`config.mk`:
```
export PLATFORM = sky130hd
export DESIGN_NAME = rail_block_signaling
export DESIGN_NICKNAME = d
export VERILOG_FILES = /design/src/rtl/rail_block_signaling.sv
export SDC_FILE = /design/constraint.sdc
export NUM_CORES = 1
export LEC_CHECK = 0
export ABC_AREA = 1
export CAP_MARGIN = 20
export CORE_MARGIN = 2
export CORE_UTILIZATION = 62
export DETAILED_ROUTE_END_ITERATION = 12
export GPL_ROUTABILITY_DRIVEN = 1
export PLACE_DENSITY = 0.95
export SETUP_SLACK_MARGIN = 0.3
export SLEW_MARGIN = 25
export SYNTH_ARGS = -nofsm -noshare
export SYNTH_HDL_FRONTEND = slang
export SYNTH_SLANG_ARGS = --single-unit
```
`constraint.sdc`:
```
create_clock -name clk -period 2.7 [get_ports clk]
set_input_delay 0.675 -clock clk [delete_from_list [all_inputs] [get_ports clk]]
set_output_delay 0.675 -clock clk [all_outputs]
set_load 0.005 [all_outputs]
```
`src/rtl/rail_block_signaling.sv`:
```
// Multi-block signalling controller: per-block debounce, 4-aspect look-ahead, timed one-step upgrades, sequence fault.
// Latency: raw sensor to aspect DEB_CYC+1 edges, occ_db to downgrade 1 edge; no backpressure, all outputs registered.
module rail_block_signaling #(
  parameter int N_BLK    = 4,
  parameter int DEB_CYC  = 3,
  parameter int STEP_CYC = 8,
  parameter int CNT_W    = 4
) (
  input  logic               clk,
  input  logic               clr,
  input  logic [N_BLK-1:0]   occ_in,
  input  logic               override,
  input  logic               fault_clr,
  output logic [2*N_BLK-1:0] aspect,
  output logic [N_BLK-1:0]   occ_db,
  output logic               fault
);

  typedef enum logic [1:0] {
    RED  = 2'b00,
    YEL  = 2'b01,
    DYEL = 2'b10,
    GRN  = 2'b11
  } aspect_t;

  localparam logic [CNT_W-1:0] DEB_MAX  = CNT_W'(DEB_CYC - 1);
  localparam logic [CNT_W-1:0] STEP_MAX = CNT_W'(STEP_CYC - 1);
  localparam logic [CNT_W-1:0] CNT_ONE  = CNT_W'(1);

  logic [CNT_W-1:0] deb_cnt  [N_BLK];
  logic [CNT_W-1:0] step_cnt [N_BLK];
  aspect_t          cur      [N_BLK];
  aspect_t          tgt      [N_BLK];
  logic [N_BLK-1:0] occ_prev;
  logic [N_BLK+1:0] occ_ext;
  logic             seq_err;

  always_ff @(posedge clk or posedge clr) begin
    if (clr) begin
      occ_db <= '0;
      for (int i = 0; i < N_BLK; i++) deb_cnt[i] <= '0;
    end else begin
      for (int i = 0; i < N_BLK; i++) begin
        if (occ_in[i] == occ_db[i]) begin
          deb_cnt[i] <= '0;
        end else if (deb_cnt[i] == DEB_MAX) begin
          occ_db[i]  <= occ_in[i];
          deb_cnt[i] <= '0;
        end else begin
          deb_cnt[i] <= deb_cnt[i] + CNT_ONE;
        end
      end
    end
  end

  // A train may only appear in block i after block i-1 was already occupied; block 0 is the entry point.
  always_comb begin
    seq_err = 1'b0;
    for (int i = 1; i < N_BLK; i++) begin
      if (occ_db[i] && !occ_prev[i] && !occ_prev[i-1]) seq_err = 1'b1;
    end
  end

  always_ff @(posedge clk or posedge clr) begin
    if (clr) begin
      occ_prev <= '0;
      fault    <= 1'b0;
    end else begin
      occ_prev <= occ_db;
      if (seq_err) begin
        fault <= 1'b1;
      end else if (fault_clr && (occ_db == '0)) begin
        fault <= 1'b0;
      end
    end
  end

  // Two zero pad bits past the last block read as clear track beyond the controlled section.
  assign occ_ext = {2'b00, occ_db};

  always_comb begin
    for (int i = 0; i < N_BLK; i++) begin
      tgt[i] = GRN;
      if (occ_ext[i] || fault || override) begin
        tgt[i] = RED;
      end else if (occ_ext[i+1]) begin
        tgt[i] = YEL;
      end else if (occ_ext[i+2]) begin
        tgt[i] = DYEL;
      end
    end
  end

  always_ff @(posedge clk or posedge clr) begin
    if (clr) begin
      for (int i = 0; i < N_BLK; i++) begin
        cur[i]      <= RED;
        step_cnt[i] <= '0;
      end
    end else begin
      for (int i = 0; i < N_BLK; i++) begin
        if (tgt[i] < cur[i]) begin
          cur[i]      <= tgt[i];
          step_cnt[i] <= '0;
        end else if (tgt[i] == cur[i]) begin
          step_cnt[i] <= '0;
        end else if (step_cnt[i] == STEP_MAX) begin
          cur[i]      <= aspect_t'(cur[i] + 2'd1);
          step_cnt[i] <= '0;
        end else begin
          step_cnt[i] <= step_cnt[i] + CNT_ONE;
        end
      end
    end
  end

  always_comb begin
    aspect = '0;
    for (int i = 0; i < N_BLK; i++) aspect[2*i +: 2] = cur[i];
  end

endmodule
```
==> results_dict.tcl, run 1 <==
set metrics [dict create \
    ir_worst_vdd_uv 484 \
    synth_largest_area_cell "dfrtp_1" \
    die_w_um 68.6 \
    grt_max_degree 18 \
    place.gp.congestion 0.839 \
    async_flop_share_pct 100 \
    core_area_mm2 0.00400 \
    synth_edf_count 0 \
    ios 21 \
    layout.nets 372 \
    synth.distinct_cells 19 \
    n_fill_cell 293 \
    synth_seq_cells 49 \
    clock.fmax_ghz 0.455 \
    period_share_pct 81.5 \
    required_ns 2.89 \
    grt_setup_unrepaired "no" \
    grt_pass1_vias 2005 \
    tritoncts "built" \
    relSlewSlack_pct 74.2 \
    layout-drive-gt1-share_pct 6.96 \
    initial_utilization_pct 64.7 \
    p_per_area_mw_per_mm2 956 \
    clk_latency_ns 0.30 \
    rows 23 \
    ant_nets 0 \
    skew_ns 0.00634 \
    viasPerCell 5.17 \
    postSynthCellCount 315 \
    synth-main-ff-cell "dfrtp_1" \
    synth_area_mm2 0.00259 \
    slew_violations 0 \
    dr.pass1.iters 5 \
    first_iter_violations 85 \
    diodes 0 \
    crit_path_end_kind "register" \
    dr_wl_met3_um 139 \
    ys_seq_area_share_pct 47.4 \
    power_mw 2.85 \
    antenna_found_initial 0 \
    die_area_mm2 0.00471 \
    grtUsageTotal_pct 23.6 \
    clockRootBuffer "clkbuf_8" \
    status "finished, final reports clean" \
    worst_slew_pin_slew_ns 0.386 \
    area_growth_pct 15.0 \
    synth_top_area_share_pct 47.4 \
    syn_area_per_cell_um2 8.21 \
    synth_most_common_cell "nand2_1" \
    cts_inserted_buffers 5 \
    place.port_buffers 20 \
    grt_pass1_wl_um 8250 \
    die_h_um 68.6 \
    drt_wl_total_um 4860 \
    synthTopCellsByArea "dfrtp_1 (47%), nand2_1 (10%), ha_1 (9.7%)" \
    cts_max_level 2 \
    drc 0 \
    finalHoldViolCount 0 \
    synth_common_cells "nand2_1 (69), nor2_1 (52), dfrtp_1 (49)" \
    p_leak_nw 1.53 \
    cp-start-kind "input port" \
    hold_path_class "register to register" \
    finalSetupTns_ns 0 \
    crit_type "input port to register" \
    place_hpwl_um 3710 \
    ys_warn_count 0 \
    routed-wl-met2_um 2550 \
    path_clk_slew_ns 0.09 \
    top_layer "met4" \
    synth_fp_nets 343 \
    min_period_ns 2.20 \
    finalSetupViolations 0 \
    met1Wirelength_um 2140 \
    crit_fanout 5 \
    vias 2044 \
    wire_per_inst_um 12.3 \
    overflow 0 \
    worstPathArrival_ns 2.39 \
    cap_violations 0 \
    clock-sinks 49 \
    cts_buffer_depth 2 \
]
==> critical path, cell delays in order <==
cell and delay, ns:
clkdlybuf4s50_1 0.47, nor2_4 0.18, nand2_4 0.09, nor2_1 0.12
ha_1 0.26, nand2_1 0.13, nand2_1 0.13, inv_2 0.12
nor2_1 0.05, nand2_1 0.08, nand3_1 0.08
==> cell type report <==
type / instances / area (µm²) / share of cell area [%]
inverters: 48 / 180 / 6.05
well taps: 50 / 62.6 / 2.10
repair buffers: 22 / 215 / 7.23
multi-input cells: 218 / 1180 / 39.7
flip-flops and latches: 49 / 1230 / 41.2
clock buffers: 6 / 72.6 / 2.44
clock inverters: 2 / 38.8 / 1.30
==> logic make-up after synthesis <==
group                      synth area share, %
AOI/OAI and AO/OA                         3.58
xor gates and xnor gates                  4.74
adders and majority gates                 9.67
buffers and inverters                     6.96
DFF                                       47.4
and+or+nand+nor                           27.7
==> worst paths after layout <==
| path | startpoint | to | slack, ns | depth (start not counted) |
|---|---|---|---|---|
| min in group asynchronous | clr | step_cnt[0] | 0.65 | 2 |
| max in group asynchronous | clr | aspect[2] | 1.50 | 3 |
| worst min-delay path | occ_db[0] | occ_prev[0] | 0.47 | 0 |
| worst min register to register | occ_db[0] | occ_prev[0] | 0.47 | 0 |
| worst max register to register | fault | aspect[2] | 0.86 | 10 |
| worst max-delay path | override | aspect[2] | 0.50 | 11 |
==> state kept, by name, indices dropped and copies added, names as in the netlist <==
| signal | count |
|---|---|
| occ_db | 4 |
| aspect | 8 |
| fault | 1 |
| deb_cnt | 16 |
| occ_prev | 4 |
| step_cnt | 16 |
==> placed cells by master (no fill, tap or decap) <==
cell,Yosys,final
a21oi_1,8,8
buf_4,0,2
bufinv_16,0,1
clkbuf_1,0,1
clkbuf_8,0,5
clkdlybuf4s50_1,0,20
clkinv_4,0,1
dfrtp_1,49,49
ha_1,20,20
inv_1,44,42
inv_2,4,6
nand2_1,69,69
nand2_4,1,1
nand3_1,33,33
nand3_2,2,2
nand4_1,2,2
nor2_1,52,52
nor2_2,3,3
nor2_4,1,1
nor3_1,3,3
nor3b_1,1,1
o21ai_0,7,7
o21ai_2,2,2
xnor2_1,5,5
xor2_1,9,9
==> power breakdown <==
part / total [mW] / internal, mW / switching, mW / leakage (nW)
logic: 1.14 / 0.465 / 0.680 / 0.827
registers: 1.17 / 0.946 / 0.226 / 0.645
clock network: 0.530 / 0.278 / 0.251 / 0.0554
total: 2.85 / 1.69 / 1.16 / 1.53
==> timing repair <==
item                                    CTS  global route
hold buffers                              0             0
resized for setup                         0             1
endpoints found under the setup margin    0             1
endpoints found under the hold margin     0             0
setup buffers                             0             0
==> stage by stage <==
| stage | instances | utilization, % | instance area (µm²) | setup slack, ns | hold slack (ns) |
|---|---|---|---|---|---|
| floorplan | 315 | - | 2590 | 0.852 | 0.430 |
| global placement | 387 | 71.6 | 2870 | 0.267 | 0.436 |
| detailed placement | 387 | 71.6 | 2870 | 0.158 | 0.443 |
| CTS | 395 | 74.4 | 2980 | 0.469 | 0.465 |
| global route | 395 | 74.4 | 2980 | 0.339 | 0.487 |
| finish | 395 | 74.4 | 2980 | 0.501 | 0.466 |
==> routing by layer <==
layer  vias up  track usage, %
li1       1042               -
met1       965            27.5
met2        33            43.5
met3         4            5.03
met4         0            6.50
met5         -               0
(Power assumes the default switching activity.)
==> run 2, diff against run 1 <==
Settings changed: CORE_UTILIZATION 62 to 58, PLACE_DENSITY 0.95 to 0.91.
Clock period 2.7 ns to 2.1 ns, I/O delays scaled along.
==> results_dict.tcl, run 2 (same netlist as run 1, synthesis figures left out) <==
set metrics [dict create \
    die_h_um 70.8 \
    tritoncts "built" \
    clock-sinks 49 \
    crit_fanout 5 \
    area_growth_pct 30.1 \
    wire_per_inst_um 12.8 \
    place.port_buffers 20 \
    finalSetupViolations 0 \
    finalHoldViolCount 0 \
    crit_path_end_kind "register" \
    cp_num_buf_inv 1 \
    instances_no_fill 431 \
    n_fill_cell 286 \
    crit_path_frequent_cell "nand2_1" \
    die_w_um 70.8 \
    cp-start-kind "register" \
    cp.depth 10 \
    ir_worst_vdd_uv 841 \
    antenna_found_initial 0 \
    clock.fmax_ghz 0.558 \
    status "finished, final reports clean" \
    first_iter_violations 136 \
    r2r_cells 10 \
    grt_max_degree 32 \
    power_mw 4.40 \
    finalSetupTns_ns 0 \
    viasPerCell 5.19 \
    cp_cell_sequence "nor2_4, nand2_4, nor2_2, ha_1, nand2_2, nand2_1, inv_2, nor2_1, nand2_1, nand3_1" \
    relSlewSlack_pct 74.4 \
    worst_slew_pin_slew_ns 0.385 \
    diodes 0 \
    p_per_area_mw_per_mm2 1310 \
    die_area_mm2 0.00501 \
    clk_latency_ns 0.30 \
    final_util_pct 77.8 \
    design_area_mm2 0.00337 \
    initial_utilization_pct 59.8 \
    place.gp.congestion 0.839 \
    grt_pass1_wl_um 8790 \
    skew_ns 0.00387 \
    place_hpwl_um 3510 \
    slew_violations 0 \
    critical-path-top-delay-family "simple AND/OR/NAND/NOR gates" \
    core_area_mm2 0.00432 \
    cts_buffer_depth 2 \
    layout-drive-gt1-share_pct 24.0 \
    p_leak_nw 1.71 \
    crit_type "register to register" \
    grt_setup_unrepaired "yes" \
    drt_wl_total_um 5530 \
    layout.nets 406 \
    place_inst 406 \
    cts_max_level 2 \
    ant_nets 0 \
    max_stage_delay_ns 0.45 \
    grt_pass1_vias 2126 \
    path_clk_slew_ns 0.09 \
    ios 21 \
    rows 24 \
    overflow 0 \
    place_area_mm2 0.00300 \
    required_ns 2.30 \
    holdPathStages 0 \
    period_share_pct 85.3 \
    final_cell_mix "nand2_1 (58), nor2_1 (46), dfrtp_1 (43)" \
    hold_path_class "register to register" \
    cts_inserted_buffers 5 \
    holdBufCountCts 0 \
    final_common_cell "nand2_1" \
    crit_slowest_cell "dfrtp_2" \
    grtUsageTotal_pct 21.8 \
    min_period_ns 1.79 \
    vias 2237 \
    worstPathArrival_ns 1.99 \
    cap_violations 0 \
    dr.pass1.iters 4 \
    drc 0 \
    clockRootBuffer "clkbuf_8" \
]
==> run 2: cell types whose count changed in the layout (fill, tap and decap cells not counted), moves of 3 or more <==
| cell | before | now |
|---|---|---|
| buf_4 | 2 | 34 |
| nand2_1 | 69 | 58 |
| nand2_2 | 0 | 11 |
| dfrtp_1 | 49 | 43 |
| dfrtp_2 | 0 | 6 |
| nor2_1 | 52 | 46 |
| a21oi_1 | 8 | 4 |
| a21oi_2 | 0 | 4 |
| nor2_2 | 3 | 7 |
| clkdlybuf4s50_1 | 20 | 17 |
| inv_1 | 42 | 39 |
| inv_2 | 6 | 9 |
==> run 2: cell type report <==
| class | instances | area [µm²] | area share (%) |
|---|---|---|---|
| multi-input cells | 218 | 1270 | 37.8 |
| flip-flops and latches | 49 | 1230 | 36.7 |
| repair buffers | 56 | 479 | 14.2 |
| inverters | 48 | 180 | 5.35 |
| clock buffers | 5 | 68.8 | 2.04 |
| clock inverters | 3 | 65.1 | 1.93 |
| well taps | 52 | 65.1 | 1.93 |
==> run 2: layer usage <==
layer	routed length, µm	global-route usage (%)
met4	123	6.92
met1	2230	27.2
met5	0	0
met3	235	5.41
met2	2940	37.5
==> run 2: repair_timing <==
item | CTS | global route
setup endpoints to repair | 28 | 21
setup buffers | 7 | 10
cloned | 0 | 0
resized for setup | 7 | 34
pin swaps | 1 | 15
==> run 2: path summary, 6_finish.rpt <==
path | start | to | slack [ns]
max | fault | aspect[2] | 0.31
min reg2reg | occ_db[0] | occ_prev[0] | 0.45
min | occ_db[0] | occ_prev[0] | 0.45
max reg2reg | fault | aspect[2] | 0.31
min in group asynchronous | clr | occ_db[0] | 0.56
max in group asynchronous | clr | occ_db[3] | 1.17
==> run 2: report_power, final <==
| group | total (mW) | switching, mW | leakage (nW) | internal (mW) |
|---|---|---|---|---|
| sequential | 1.48 | 0.254 | 0.638 | 1.22 |
| clock | 0.786 | 0.314 | 0.0681 | 0.473 |
| combinational | 2.13 | 1.11 | 1.00 | 1.02 |
==> run 2: per-stage QoR <==
| stage | hold WS (ns) | setup WS [ns] |
|---|---|---|
| floorplan | 0.430 | 0.402 |
| finish | 0.451 | 0.308 |
| global route | 0.470 | 0.230 |
| CTS | 0.461 | 0.303 |
| global placement | 0.435 | -0.159 |
| detailed placement | 0.438 | -0.200 |
